--- src/rtl/prga_if.sv ---
// prga_if -- bus bundle for the prga RC4-style decryptor.
//   en/rdy      : start handshake (en sampled only while rdy=1)
//   s_*         : S-box memory port (sync read, addr N -> data N+1)
//   ct_*        : ciphertext read port, byte 0 holds message length
//   pt_*        : plaintext write port
//   pt_bad      : sticky non-printable flag
// Modports: master = environment (drives en, read data), slave = prga.
interface prga_if;
  logic       en;
  logic       rdy;
  logic [7:0] s_addr;
  logic [7:0] s_rddata;
  logic [7:0] s_wrdata;
  logic       s_wren;
  logic [7:0] ct_addr;
  logic [7:0] ct_rddata;
  logic [7:0] pt_addr;
  logic [7:0] pt_wrdata;
  logic       pt_wren;
  logic       pt_bad;

  modport master (
    output en, s_rddata, ct_rddata,
    input  rdy, s_addr, s_wrdata, s_wren, ct_addr, pt_addr, pt_wrdata, pt_wren, pt_bad
  );
  modport slave (
    input  en, s_rddata, ct_rddata,
    output rdy, s_addr, s_wrdata, s_wren, ct_addr, pt_addr, pt_wrdata, pt_wren, pt_bad
  );
endinterface

--- src/rtl/prga.sv ---
// prga -- RC4 PRGA decryptor. Reads length byte ct[0], copies it to pt[0],
// then for k=1..len generates one keystream byte (swap in S) and writes
// pt[k] = pad ^ ct[k]. Nine cycles per byte, rdy back 5+9*len cycles after
// the accepting cycle.
// Ports: clk, rst_n (async, active-low), bus (prga_if.slave).
// Option: define PRGA_ASCII_CHECK_EN to flag written bytes k>=1 outside
// 0x20..0x7E on pt_bad (sticky until next accepted en or reset).
module prga (
  input  logic   clk,
  input  logic   rst_n,
  prga_if.slave  bus
);
  typedef enum logic [3:0] {
    IDLE, LEN_RD, LEN_WAIT, LEN_WR, SI_RD, SI_WAIT, SJ_RD, SJ_WAIT,
    WR_I, WR_J, PAD_RD, PAD_WAIT, PT_WR, DONE
  } state_t;

  state_t     r_state, w_nxt;
  logic [7:0] r_i, r_j, r_k, r_len, r_si, r_sj, r_pad, r_ct;
  logic [7:0] w_i1, w_jsum, w_padaddr, w_pt;
  logic       w_start;

  assign w_i1      = r_i + 8'd1;
  assign w_jsum    = r_j + r_si;
  // After the swap S[i]=sj and S[j]=si, so the pad index is the same sum.
  assign w_padaddr = r_si + r_sj;
  assign w_pt      = r_pad ^ r_ct;
  assign w_start   = (r_state == IDLE) && bus.en;

  always_ff @(posedge clk or negedge rst_n) begin
    if (!rst_n) r_state <= IDLE;
    else        r_state <= w_nxt;
  end

  always_ff @(posedge clk or negedge rst_n) begin
    if (!rst_n) begin
      r_i <= '0; r_j <= '0; r_k <= '0; r_len <= '0;
      r_si <= '0; r_sj <= '0; r_pad <= '0; r_ct <= '0;
    end else begin
      case (r_state)
        IDLE:     if (bus.en) begin r_i <= '0; r_j <= '0; r_k <= 8'd1; end
        LEN_WAIT: r_len <= bus.ct_rddata;
        SI_RD:    r_i   <= w_i1;
        SI_WAIT:  r_si  <= bus.s_rddata;
        SJ_RD:    r_j   <= w_jsum;
        SJ_WAIT:  r_sj  <= bus.s_rddata;
        PAD_WAIT: begin r_pad <= bus.s_rddata; r_ct <= bus.ct_rddata; end
        PT_WR:    if (r_k != r_len) r_k <= r_k + 8'd1;
        default:  ;
      endcase
    end
  end

  always_comb begin
    w_nxt         = r_state;
    bus.rdy       = 1'b0;
    bus.s_addr    = '0;
    bus.s_wrdata  = '0;
    bus.s_wren    = 1'b0;
    bus.ct_addr   = '0;
    bus.pt_addr   = '0;
    bus.pt_wrdata = '0;
    bus.pt_wren   = 1'b0;
    case (r_state)
      IDLE:     begin bus.rdy = 1'b1; if (bus.en) w_nxt = LEN_RD; end
      LEN_RD:   w_nxt = LEN_WAIT;
      LEN_WAIT: w_nxt = LEN_WR;
      LEN_WR: begin
        bus.pt_wrdata = r_len;
        bus.pt_wren   = 1'b1;
        w_nxt         = (r_len == 8'd0) ? DONE : SI_RD;
      end
      SI_RD:    begin bus.s_addr = w_i1;   w_nxt = SI_WAIT; end
      SI_WAIT:  w_nxt = SJ_RD;
      SJ_RD:    begin bus.s_addr = w_jsum; w_nxt = SJ_WAIT; end
      SJ_WAIT:  w_nxt = WR_I;
      WR_I: begin
        bus.s_addr = r_i; bus.s_wrdata = r_sj; bus.s_wren = 1'b1;
        w_nxt = WR_J;
      end
      WR_J: begin
        bus.s_addr = r_j; bus.s_wrdata = r_si; bus.s_wren = 1'b1;
        w_nxt = PAD_RD;
      end
      PAD_RD: begin
        bus.s_addr = w_padaddr; bus.ct_addr = r_k;
        w_nxt = PAD_WAIT;
      end
      PAD_WAIT: w_nxt = PT_WR;
      PT_WR: begin
        bus.pt_addr = r_k; bus.pt_wrdata = w_pt; bus.pt_wren = 1'b1;
        w_nxt = (r_k == r_len) ? DONE : SI_RD;
      end
      DONE:     w_nxt = IDLE;
      default:  w_nxt = IDLE;
    endcase
  end

`ifdef PRGA_ASCII_CHECK_EN
  logic r_bad;
  always_ff @(posedge clk or negedge rst_n) begin
    if (!rst_n)                                                  r_bad <= 1'b0;
    else if (w_start)                                            r_bad <= 1'b0;
    else if (r_state == PT_WR && (w_pt < 8'h20 || w_pt > 8'h7E)) r_bad <= 1'b1;
  end
  assign bus.pt_bad = r_bad;
`else
  assign bus.pt_bad = 1'b0;
`endif

endmodule

--- src/flat_wrapper.sv ---
// flat-port wrapper written by rule: the top's interface ports become plain ports
module prga_flat 
  (clk, rst_n, bus_en, bus_s_rddata, bus_ct_rddata, bus_rdy, bus_s_addr, bus_s_wrdata, bus_s_wren, bus_ct_addr, bus_pt_addr, bus_pt_wrdata, bus_pt_wren, bus_pt_bad);
  prga_if bus_i ();
  input  logic clk;
  input  logic rst_n;
  input wire logic [$bits(bus_i.en)-1:0] bus_en;
  input wire logic [$bits(bus_i.s_rddata)-1:0] bus_s_rddata;
  input wire logic [$bits(bus_i.ct_rddata)-1:0] bus_ct_rddata;
  output wire logic [$bits(bus_i.rdy)-1:0] bus_rdy;
  output wire logic [$bits(bus_i.s_addr)-1:0] bus_s_addr;
  output wire logic [$bits(bus_i.s_wrdata)-1:0] bus_s_wrdata;
  output wire logic [$bits(bus_i.s_wren)-1:0] bus_s_wren;
  output wire logic [$bits(bus_i.ct_addr)-1:0] bus_ct_addr;
  output wire logic [$bits(bus_i.pt_addr)-1:0] bus_pt_addr;
  output wire logic [$bits(bus_i.pt_wrdata)-1:0] bus_pt_wrdata;
  output wire logic [$bits(bus_i.pt_wren)-1:0] bus_pt_wren;
  output wire logic [$bits(bus_i.pt_bad)-1:0] bus_pt_bad;
  assign bus_i.en = bus_en;
  assign bus_i.s_rddata = bus_s_rddata;
  assign bus_i.ct_rddata = bus_ct_rddata;
  assign bus_rdy = bus_i.rdy;
  assign bus_s_addr = bus_i.s_addr;
  assign bus_s_wrdata = bus_i.s_wrdata;
  assign bus_s_wren = bus_i.s_wren;
  assign bus_ct_addr = bus_i.ct_addr;
  assign bus_pt_addr = bus_i.pt_addr;
  assign bus_pt_wrdata = bus_i.pt_wrdata;
  assign bus_pt_wren = bus_i.pt_wren;
  assign bus_pt_bad = bus_i.pt_bad;
  prga u_core (.clk(clk), .rst_n(rst_n), .bus(bus_i));
endmodule
--- config.mk ---
export PLATFORM = sky130hd
export DESIGN_NAME = prga_flat
export DESIGN_NICKNAME = d
export VERILOG_FILES = /design/src/rtl/prga_if.sv /design/src/rtl/prga.sv /design/src/flat_wrapper.sv
export SDC_FILE = /design/constraint.sdc
export NUM_CORES = 1
export LEC_CHECK = 0
export CAP_MARGIN = 20
export CORE_MARGIN = 8
export CORE_UTILIZATION = 59
export CTS_CLUSTER_DIAMETER = 80
export CTS_CLUSTER_SIZE = 40
export DETAILED_ROUTE_END_ITERATION = 10
export MAX_ROUTING_LAYER = met4
export PLACE_DENSITY = 0.95
export SLEW_MARGIN = 30
export SYNTH_ARGS = -nofsm -noshare
export SYNTH_HDL_FRONTEND = slang
export SYNTH_SLANG_ARGS = --single-unit
--- constraint.sdc ---
create_clock -name clk -period 4.1 [get_ports clk]
set_clock_uncertainty 0.15 [all_clocks]
set_input_delay 1.025 -clock clk [delete_from_list [all_inputs] [get_ports clk]]
set_output_delay 1.025 -clock clk [all_outputs]
set_load 0.05 [all_outputs]
# After elaboration in Yosys (flattened, before gate mapping)
# Index checks and enable logic that the tools add are counted.
dict set report classes {
  add_sub_neg 4
  n_eq_ne 16
  mux 18
  bitwise_logic 1
  reduce_logical 10
}
# op count
set op_table {}
lappend op_table {{case mux 8 bit (2 select lines)} 5}
lappend op_table {{case mux 4 bit (13 select lines)} 1}
lappend op_table {{two-way mux 8 bit} 5}
lappend op_table {{case mux 8 bit (5 select lines)} 1}
lappend op_table {{== test 4 bit, second input constant} 5}
lappend op_table {{adder 8 x 1 -> 8 bit, second input constant} 2}
lappend op_table {{adder 8 bit} 2}
lappend op_table {{== test 4 x 3 -> 1 bit, second input constant} 4}
lappend op_table {{two-way mux 4 bit} 3}
lappend op_table {{== test 4 x 2 -> 1 bit, second input constant} 2}
lappend op_table {{== test 8 bit} 1}
lappend op_table {{zero test 8 bit} 1}
lappend op_table {{inequality test 8 bit} 1}
lappend op_table {{bitwise XOR 8 bit} 1}
lappend op_table {{nonzero test 2 bit} 3}
lappend op_table {{== test 4 x 1 -> 1 bit, second input constant} 1}
lappend op_table {{zero test 4 bit} 1}
lappend op_table {{AND reduction 2 bit} 2}
lappend op_table {{OR reduction 2 bit} 2}
lappend op_table {{two-way mux 1 bit} 3}
lappend op_table {{AND reduction 3 bit} 1}
lappend op_table {{inequality test 2 x 1 -> 1 bit, second input constant} 1}
lappend op_table {{inequality test 2 bit, second input constant} 1}
dict set report totals {
  reg_bits 68
}

# Longest topological paths before layout
# Gate-level depths: netlist of run 1.
dict set report depth {
  depth_word 3
  mapped_depth 8
}

# Worst setup path after synthesis of run 1
# No wires, ideal clock.
dict set report synth_timing {
  path_type {register -> output}
  startpoint {register u_core.r_si[1]}
  endpoint {output port bus_s_addr[7]}
  arrival_ns 2.113
  required_time_ns 2.925
  slack_ns 0.812
  path_stages_with_launch 7
  n_path_buf 0
  cell_sequence {dfrtp_1 > ha_1 > a211oi_1 > o21bai_1 > o41ai_1 > mux2i_1 > nand3_1}
}
dict set report synth_via {
  elab_chain_cells 2
}
# element line
set synth_lines {}
lappend synth_lines {{from (decl)} prga.sv:19} ;# logic [7:0] r_i, r_j, r_k, r_len, r_si, r_sj, r_pad, r_ct;
lappend synth_lines {{from (signal assigned)} prga.sv:44} ;# SI_WAIT: r_si <= bus.s_rddata;
lappend synth_lines {{adder 8 bit, on equally long branches} {prga.sv:26, prga.sv:24}}
lappend synth_lines {{case mux 8 bit (5 select lines) (*)} prga.sv:64} ;# case (r_state)
lappend synth_lines {{to (decl)} flat_wrapper.sv:11} ;# output wire logic [$bits(bus_i.s_addr)-1:0] bus_s_addr;
# Every way passes the cells marked *; elsewhere a longest branch is shown, timed or not.

# Worst setup path in the final report of run 1
dict set report layout_timing {
  startpoint {register u_core.r_state[0]}
  endpoint {output port bus_ct_addr[7]}
}
dict set report layout_via {
  elab_chain_cells 2
}
# element line
set layout_lines {}
lappend layout_lines {{from (decl)} prga.sv:18} ;# state_t r_state, w_nxt;
lappend layout_lines {{from (signal assigned)} prga.sv:32} ;# else r_state <= w_nxt;
lappend layout_lines {{== test 4 bit} prga.sv:64}
lappend layout_lines {{two-way mux 8 bit} prga.sv:64}
lappend layout_lines {{to (decl)} flat_wrapper.sv:14} ;# output wire logic [$bits(bus_i.ct_addr)-1:0] bus_ct_addr;
# Every way passes these cells.

==> results of run 1 <==
-- kinds of logic after synthesis --
| kind of cell | count (synthesis) | share of synthesized area (%) |
|---|---|---|
| other | 1 | 0.0869 |
| multiplexers | 46 | 11.8 |
| AO/OA/AOI/OAI | 102 | 15.7 |
| adder cells (fa/ha/maj) | 18 | 5.57 |
| buffers and inverters | 24 | 2.99 |
| XOR/XNOR | 24 | 4.87 |
| AND/OR/NAND/NOR | 148 | 19.5 |
| flip-flops | 68 | 39.5 |
-- worst max-delay path: cells and delay by family, from the launching register on --
family,cells,cell delay (ps)
flip-flops,1,590
AND/OR/NAND/NOR,3,1020
buffers and inverters,1,830
-- registers in the layout, indices dropped and copies added, names as in the netlist --
signal          cells
u_core.r_i          8
u_core.r_j          8
u_core.r_k          8
u_core.r_len        8
u_core.r_sj         8
u_core.r_ct         8
u_core.r_si         8
u_core.r_pad        8
u_core.r_state      4
-- routing by layer --
| layer | GRT usage [%] | part of all wire (%) | up-vias |
|---|---|---|---|
| met4 | 10.2 | 2.7 | 0 |
| met1 | 28.7 | 41 | 1863 |
| li1 | - | - | 1698 |
| met3 | 3.16 | 5.9 | 33 |
| met2 | 37.8 | 50 | 167 |
| met5 | - | 0 | - |
-- final timing paths --
| check | startpoint | cells past startpoint | end |
|---|---|---|---|
| hold / removal | u_core.r_j[4] | 1 | u_core.r_j[4] |
| hold reg to reg | u_core.r_j[4] | 1 | u_core.r_j[4] |
| max in group asynchronous | rst_n | 2 | u_core.r_sj[1] |
| setup reg to reg | u_core.r_si[1] | 6 | u_core.r_j[7] |
| setup / recovery | u_core.r_state[0] | 4 | bus_ct_addr[7] |
| min in group asynchronous | rst_n | 1 | u_core.r_ct[1] |
-- power breakdown --
group / switching [mW] / internal [mW] / leakage (nW)
combinational: 1.29 / 1.04 / 1.44
sequential: 0.368 / 0.948 / 0.836
clock: 0.263 / 0.340 / 0.105
-- final cells by class --
| cell class | count | area [µm²] | share of cell area [%] |
|---|---|---|---|
| clock buffer | 9 | 124 | 2.32 |
| clock inverter | 6 | 90.1 | 1.69 |
| inverter | 6 | 22.5 | 0.422 |
| multi-input combinational | 339 | 2480 | 46.6 |
| sequential | 68 | 1700 | 31.9 |
| tap | 99 | 124 | 2.32 |
| timing repair buffer | 67 | 785 | 14.7 |
-- Yosys cell counts (all sizes together) (4+ instances only) --
cell     n
nor4     5
and3    10
buf     12
clkbuf   6
nand2b   9
and2     9
nand4    7
nor3b    4
nand3   11
nor2    26
nor3    11
o21bai   4
a22o     9
ha      16
mux2    39
inv      6
nand2   36
a22oi    5
nor2b    6
dfrtp   68
o21ai   39
or3      4
a21oi    9
a21o    11
xnor2   23
a211oi   7
mux2i    7
==> metrics.md, run 1 <==
| Metric | Value |
|---|---|
| Outcome | finished clean |
| Setup violators final | 0 |
| Die X | 102 µm |
| Global-route wire length before repair | 18400 µm |
| Clk slew on worst S/H paths | 70 ps |
| Residual DRC | 0 |
| Top cell type's share of synthesized area | 39.5% |
| Post-Syn Instances | 431 |
| Seq/Total Area, Yosys | 39.5% |
| Die Y | 102 µm |
| Critical Path AT | 2790 ps |
| RSZ-0062 raised after global routing | false |
| H-tree Lvls | 3 |
| Crit share post-route | 96.8% |
| Slowest-stage cell, CP | clkdlybuf4s50_1 |
| Placed Cells | 579 |
| Routed WL | 11500 µm |
| Hold-fix buffers at CTS | 0 |
| Setup crit end kind | output port |
| I/O Pins | 63 |
| Mapped Avg Cell Area | 10.0 µm² |
| Pwr/cell area | 797 nW/µm² |
| Vias post-DR | 3761 |
| Max Fclk | 0.252 GHz |
| Critical path's largest stage delay | 830 ps |
| Worst EP required | 2920 ps |
| Total GRT Usage | 23.4% |
| Vias in the first global route | 3713 |
| # port buffers | 61 |
| Clock sink count | 68 |
| Post-Syn Nets | 468 |
| Sum Neg Setup Slack | 0 ps |
| Initial Util | 60.1% |
| Area grow syn2layout | 23.6% |
| Fillers | 470 |
| Setup ws final | 133 ps |
| Total power | 4.25 mW |
| Hold Crit Class | reg2reg |
| CP startpoint kind | register |
| Hold Fails Final Rpt | 0 |
| Asr flop ratio synth | 100% |
| Min Clock Period, post-route | 3970 ps |
| Min Hold Slack | 379 ps |
| DP HPWL | 8570 µm |
| CTS buffer count | 9 |
| Core area | 7180 µm² |
| Post-synth EDFFs | 0 |
| R2R setup slack | 1750 ps |
| Largest net degree at the start of global routing | 44 |
| Final Util | 74.3% |
| Top_reg_cell synth | dfrtp_1 |
| Initial antenna violation count | 0 |
| Overflow after GRT | 0 |
| WL/cell | 19.4 µm |
| Biggest area consumer among synthesized cells | dfrtp_1 |
| Post-cts sizing count | 1 |
| YS warnings | 0 |
| Pleak | 2.38 nW |
| Worst Setup Slack post-DPL | 409 ps |
| Die area | 10300 µm² |
| Synth Register Bits | 68 |
| CP cell instances | nand2b_1 -> nor2_1 -> and2_1 -> clkdlybuf4s50_1 |
| Peak VDD IR | 0.435 mV |
| Most frequent cells in the layout | 67 x dfrtp_1, 39 x o21ai_0, 39 x mux2_2, 39 x clkdlybuf4s50_1, 35 x nand2_1 |
| Root Buffer | clkbuf_8 |
| Synthesized cell area | 4310 µm² |
| Antenna-violating nets left | 0 |
| Max Cap Violations | 0 |
| DR iter-0 viols | 278 |
| Routability cong. | 0.999 |
| Ant diodes | 0 |
| Pins Over Slew Limit | 0 |
| Layout cells sized above 1 | 19.0% |
| Setup CP Type | reg2out |
| Nets | 528 |
| Post-CTS setup buffers | 0 |
| DR vias/cell | 6.33 |
| Final instance area | 5330 µm² |
| Most common cell after layout, fill and taps aside | dfrtp_1 |
| CTS max path bufs | 2 |
| Synth top area cells | dfrtp_1 39%, mux2_2 10%, xnor2_1 4.7%, ha_1 4.6%, o21ai_0 4.5% |
| Slew headroom | 53.9% |
| Cell Count, Final, Fillers Out | 594 |
| Placed Area | 5100 µm² |
| Crit Path Max Fanout | 16 |
| DRT Pass-1 Iters | 5 |
| Worst Tran Pin Value | 688 ps |
| CTS tree | built |
| Core Rows | 31 |
| Clock Latency Late Sink | 340 ps |
| Synth cell types | 61 |
Note: power is estimated with default switching activity, not from simulation.
==> run 2, diff against run 1 <==
- CORE_UTILIZATION: 59 -> 43
- PLACE_DENSITY: 0.95 -> 0.77
- clock period: 4.1 -> 3.3 ns (I/O delays scaled with it)
==> run 2 against run 1 <==
Compared with the run above:
- the run now ends with setup timing left
- critical endpoint is now bus_s_addr[6]
- flip-flop and latch count unchanged
- clock-buffer cell count did not move
- final cell count up 9.6%
- sequential share of layout area shrank 3.0 points
- non-clock buffer count up 22
- worst setup slack got worse by 290 ps
- worst hold slack lost 270 ps
- critical path depth up 4
- clock power increased by 19%
- die area rose by 31%
- power up 38%
==> metrics.md, run 2 (same netlist as run 1, synthesis figures left out) <==
| Metric | Value |
|---|---|
| Outcome | complete, but fails checks |
| Failing checks | setup timing |
| Slew headroom | 53.1% |
| Routed WL | 12100 µm |
| RSZ-0062 raised after global routing | true |
| CTS tree | built |
| Peak VDD IR | 0.505 mV |
| Die area | 13500 µm² |
| Core area | 9770 µm² |
| Largest net degree at the start of global routing | 68 |
| Reg power frac | 27.3% |
| Most common cell after layout, fill and taps aside | dfrtp_1 |
| Worst Setup SP | u_core.r_si[0] |
| Pint | 3.27 mW |
| Root Buffer | clkbuf_8 |
| Nets | 550 |
| Setup crit end kind | output port |
| I/O Pins | 63 |
| Routability cong. | 0.892 |
| Global-route wire length before repair | 19900 µm |
| Worst Tran Pin Value | 700 ps |
| Clock Latency Late Sink | 350 ps |
| Max Cap Violations | 0 |
| Clock sink count | 68 |
| Net Sw Frac | 44.1% |
| WL/cell | 18.6 µm |
| DR vias/cell | 5.68 |
| DR iter-0 viols | 180 |
| Area grow syn2layout | 36.9% |
| Core Rows | 36 |
| Combinational power share | 60.4% |
| Worst Setup Slack post-DPL | 50.2 ps |
| Total GRT Usage | 19.5% |
| Die Y | 116 µm |
| Ant diodes | 0 |
| Reg2Reg Depth | 7 |
| Pins Over Slew Limit | 0 |
| Switching power | 2.58 mW |
| CTS max path bufs | 2 |
| Overflow after GRT | 0 |
| Most frequent cells in the layout | 65 x dfrtp_1, 39 x mux2_2, 37 x buf_12 |
| Initial antenna violation count | 0 |
| Layout cells sized above 1 | 32.8% |
| Critical Path AT | 2480 ps |
| Max Fclk | 0.289 GHz |
| Antenna-violating nets left | 0 |
| Worst EP required | 2320 ps |
| Crit share post-route | 105% |
| Vias post-DR | 3699 |
| Crit Path Max Fanout | 3 |
| Min Hold Slack | 108 ps |
| Clock share of power | 12.2% |
| DP HPWL | 8900 µm |
| Setup CP Type | reg2out |
| Hold Crit Class | in2async |
| Vias in the first global route | 3926 |
| H-tree Lvls | 3 |
| Reg2reg start | u_core.r_state[1] |
| Initial Util | 44.1% |
| Die X | 116 µm |
| Pwr/cell area | 991 nW/µm² |
| Setup ws final | -159 ps |
| # port buffers | 61 |
| R2R setup slack | 880 ps |
| Setup violators final | 4 |
| Residual DRC | 0 |
| CP startpoint kind | register |
| CTS buffer count | 9 |
| Pleak | 2.55 nW |
| Min Clock Period, post-route | 3460 ps |
| Hold Fails Final Rpt | 0 |
| Worst r2r dst | u_core.r_k[6] |
| Clk slew on worst S/H paths | 80 ps |
| DRT Pass-1 Iters | 5 |
## run 2: cell count changes in the layout (fill, tap and decap cells not counted), sizes merged
cell,previous run,this run
buf,23,71
bufinv,2,1
clkdlybuf4s50,39,18
clkinv,3,1
clkinvlp,1,3
dlygate4sd2,1,0
dlymetal6s2s,4,0
inv,6,8
## run 2: worst max path at each step
stage | end | slack, ps
floorplan | bus_s_addr[7] | 210
global placement | bus_s_addr[6] | 90
detailed placement | bus_s_addr[6] | 50
global route | bus_s_addr[6] | -290
finish | bus_s_addr[6] | -160
CTS | bus_s_addr[7] | -110
## run 2: metrics by stage
step | util (%) | instance area [µm²] | TNS, ps | power, mW | cells
6_report | 60.4 | 5900 | -369 | 5.85 | 651
5_1_grt | 60.4 | 5900 | -808 | 6.23 | 651
4_1_cts | 59.3 | 5800 | -261 | 5.67 | 646
3_5_place_dp | 55.6 | 5430 | 0 | 4.71 | 623
3_3_place_gp | 55.6 | 5430 | 0 | 4.63 | 623
2_1_floorplan | - | 4310 | 0 | 3.62 | 431
## run 2: layer usage
metal,vias to the layer above,global-route usage (%),wire [µm]
met3,19,2.74,560
li1,1738,-,-
met4,0,7.95,272
met2,98,31.9,6050
met5,-,-,0
met1,1844,23.7,5220
## run 2: power groups by stage
stage	combinational, mW	clock (mW)	sequential, mW
after floorplan	2.17	0	1.45
after global placement	3.07	0	1.56
after detailed placement	3.12	0	1.59
after CTS	3.36	0.729	1.59
after global routing	3.82	0.761	1.65
final	3.54	0.715	1.60
## run 2: worst max-delay path, stage by stage, from the launching register on
cell and delay (ps):
dfrtp_1 430, ha_4 190, fa_2 370, a211oi_2 270
o21bai_1 130, a21oi_2 150, xnor2_1 100, a211o_1 340
buf_12 160
## run 2: final cells by class
type / count / area (µm²)
flip-flops and latches: 68 / 1710
clock buffers: 9 / 124
fillers: 816 / 3870
well taps: 133 / 166
inverters: 6 / 22.5
clock inverters: 7 / 75.1
repair buffers: 89 / 1180
multi-input cells: 339 / 2630
## run 2: timing repair
| item | in CTS | in global routing |
|---|---|---|
| pin swaps | 12 | 14 |
| endpoints found under the setup margin | 5 | 7 |
| hold buffers | 0 | 0 |
| setup buffers | 7 | 5 |
| hold endpoints to repair | 0 | 0 |
| gates resized for setup | 23 | 13 |
==> run 3, diff against run 2 <==
- CORE_MARGIN: 8 -> 1.5
==> run 3 against run 2 <==
Compared with the run above:
- the flow still finishes with violations (setup timing)
- power rose by 0.89%
- utilization is 0.24 points higher
- worst setup slack gained 37 ps
- first-iteration DRC count up 14%
- worst hold slack gained 270 ps
- final cell count grew 0.15%
- register-to-register slack improved by 90 ps
- cell area barely moved
- critical path depth unchanged
- highest routed layer unchanged
==> metrics.md, run 3 (same netlist as run 1, synthesis figures left out) <==
| Metric | Value |
|---|---|
| Hold Crit Class | reg2reg |
| Critical Path AT | 2450 ps |
| Setup CP Type | reg2out |
| Global-route wire length before repair | 19000 µm |
| Initial antenna violation count | 0 |
| CTS tree | built |
| # port buffers | 61 |
| Area of the multi-input gates | 2660 µm² |
| Pwr/cell area | 1000 nW/µm² |
| I/O Pins | 63 |
| Routability cong. | 0.921 |
| Root Buffer | clkbuf_8 |
| Clock Latency Late Sink | 340 ps |
| Outcome | complete, but fails checks |
| WL/cell | 18.5 µm |
| Reg2reg start | u_core.r_si[0] |
| Die area | 10600 µm² |
| Most frequent cells in the layout | 64 x dfrtp_1, 39 x mux2_2, 37 x buf_4 |
| Placed Area | 5400 µm² |
| Initial Util | 44.3% |
| FF/Latch Area | 1710 µm² |
| Pleak | 2.55 nW |
| CTS max path bufs | 2 |
| Setup violators final | 4 |
| Most common cell after layout, fill and taps aside | dfrtp_1 |
| Hold Fails Final Rpt | 0 |
| Routed WL | 12100 µm |
| Net Sw Frac | 44.5% |
| Cell Count, Final, Fillers Out | 652 |
| Total power | 5.90 mW |
| Setup crit end kind | output port |
| Overflow after GRT | 0 |
| Worst Setup SP | u_core.r_si[0] |
| Core area | 9730 µm² |
| Antenna-violating nets left | 0 |
| Die X | 103 µm |
| Area grow syn2layout | 36.8% |
| Layout cells sized above 1 | 33.9% |
| Core Rows | 36 |
| Pins Over Slew Limit | 0 |
| Crit Path Max Fanout | 4 |
| Hold-fix buffers at CTS | 0 |
| Max Fclk | 0.292 GHz |
| DR vias/cell | 5.81 |
| Clock share of power | 11.5% |
| Die Y | 103 µm |
| Fillers | 781 |
| Worst Tran Pin Value | 737 ps |
| Final instance area | 5900 µm² |
| Hold path startpoint | u_core.r_ct[2] |
| Clock sink count | 68 |
| H-tree Lvls | 3 |
| Vias post-DR | 3790 |
| RSZ-0062 raised after global routing | true |
| DRT Pass-1 Iters | 5 |
| Setup ws final | -123 ps |
| Crit share post-route | 104% |
| Clk slew on worst S/H paths | 70 ps |
| Peak VDD IR | 0.447 mV |
| CTS buffer count | 9 |
| Final Util | 60.6% |
| Residual DRC | 0 |
| Max Cap Violations | 0 |
| Failing checks | setup timing |
| Pint | 3.28 mW |
| Sum Neg Setup Slack | -330 ps |
| Placed Cells | 620 |
| CP startpoint kind | register |
| Reg power frac | 27.5% |
| Worst EP required | 2320 ps |
| Switching power | 2.63 mW |
| Total GRT Usage | 24.1% |
| Vias in the first global route | 3794 |
| DP HPWL | 8400 µm |
| Ant diodes | 0 |
| Largest net degree at the start of global routing | 40 |
| Min Clock Period, post-route | 3420 ps |
| Combinational power share | 61.0% |
| Nets | 552 |
| DR iter-0 viols | 205 |
| Slew headroom | 50.9% |
-- run 3: changes by cell type in the layout (fill, tap and decap cells not counted), moves of 2 or more --
cell | before | now
inv_6 | 2 | 0
buf_4 | 32 | 37
o21ai_0 | 35 | 33
buf_12 | 37 | 34
o21ai_1 | 2 | 4
-- run 3: worst paths after layout --
path | depth (start not counted) | to | slack, ps
max | 8 | bus_s_addr[7] | -120
max reg2reg | 9 | u_core.r_j[7] | 970
min in group asynchronous | 1 | u_core.r_ct[1] | 390
max in group asynchronous | 2 | u_core.r_sj[1] | 1920
min reg2reg | 1 | u_core.r_ct[2] | 380
min | 1 | u_core.r_ct[2] | 380
-- run 3: per-layer routing --
layer / up-vias / wire, µm / track usage [%]
li1: 1736 / - / -
met1: 1875 / 5080 / 31.7
met2: 145 / 5930 / 37.9
met3: 34 / 640 / 3.12
met4: 0 / 403 / 10.1
met5: - / 0 / -
-- run 3: per-stage QoR --
stage | hold WS, ps | setup slack [ps]
after global placement | 359 | 78.0
final | 380 | -123
after CTS | 382 | -98.4
after detailed placement | 365 | 53.5
after floorplan | 322 | 212
after global routing | 404 | -207
-- run 3: area by class of cell --
| type | count | share of cell area (%) |
|---|---|---|
| tap | 133 | 2.82 |
| inverter | 6 | 0.382 |
| multi-input combinational | 339 | 45.1 |
| timing repair buffer | 91 | 19.6 |
| clock inverter | 6 | 1.12 |
| sequential | 68 | 28.9 |
| clock buffer | 9 | 2.10 |
-- run 3: worst max-delay path, stage by stage, from the launching register on --
cell and delay (ps):
dfrtp_2 450, ha_4 180, buf_6 120, a211oi_4 230
o21bai_2 120, o41ai_2 370, mux2i_1 320, nand3_2 150
buf_12 180
-- run 3: power groups by stage --
stage	registers (mW)	clock network, mW	logic (mW)
after floorplan	1.45	0	2.17
after global placement	1.57	0	3.01
after detailed placement	1.60	0	3.07
after CTS	1.59	0.691	3.23
after global routing	1.67	0.737	3.85
final	1.62	0.679	3.60
-- run 3: what timing repair did --
item | in CTS | in global routing
resized for setup | 18 | 27
endpoints found under the setup margin | 6 | 18
cloned | 0 | 0
buffers inserted | 7 | 10
pin swaps | 13 | 15
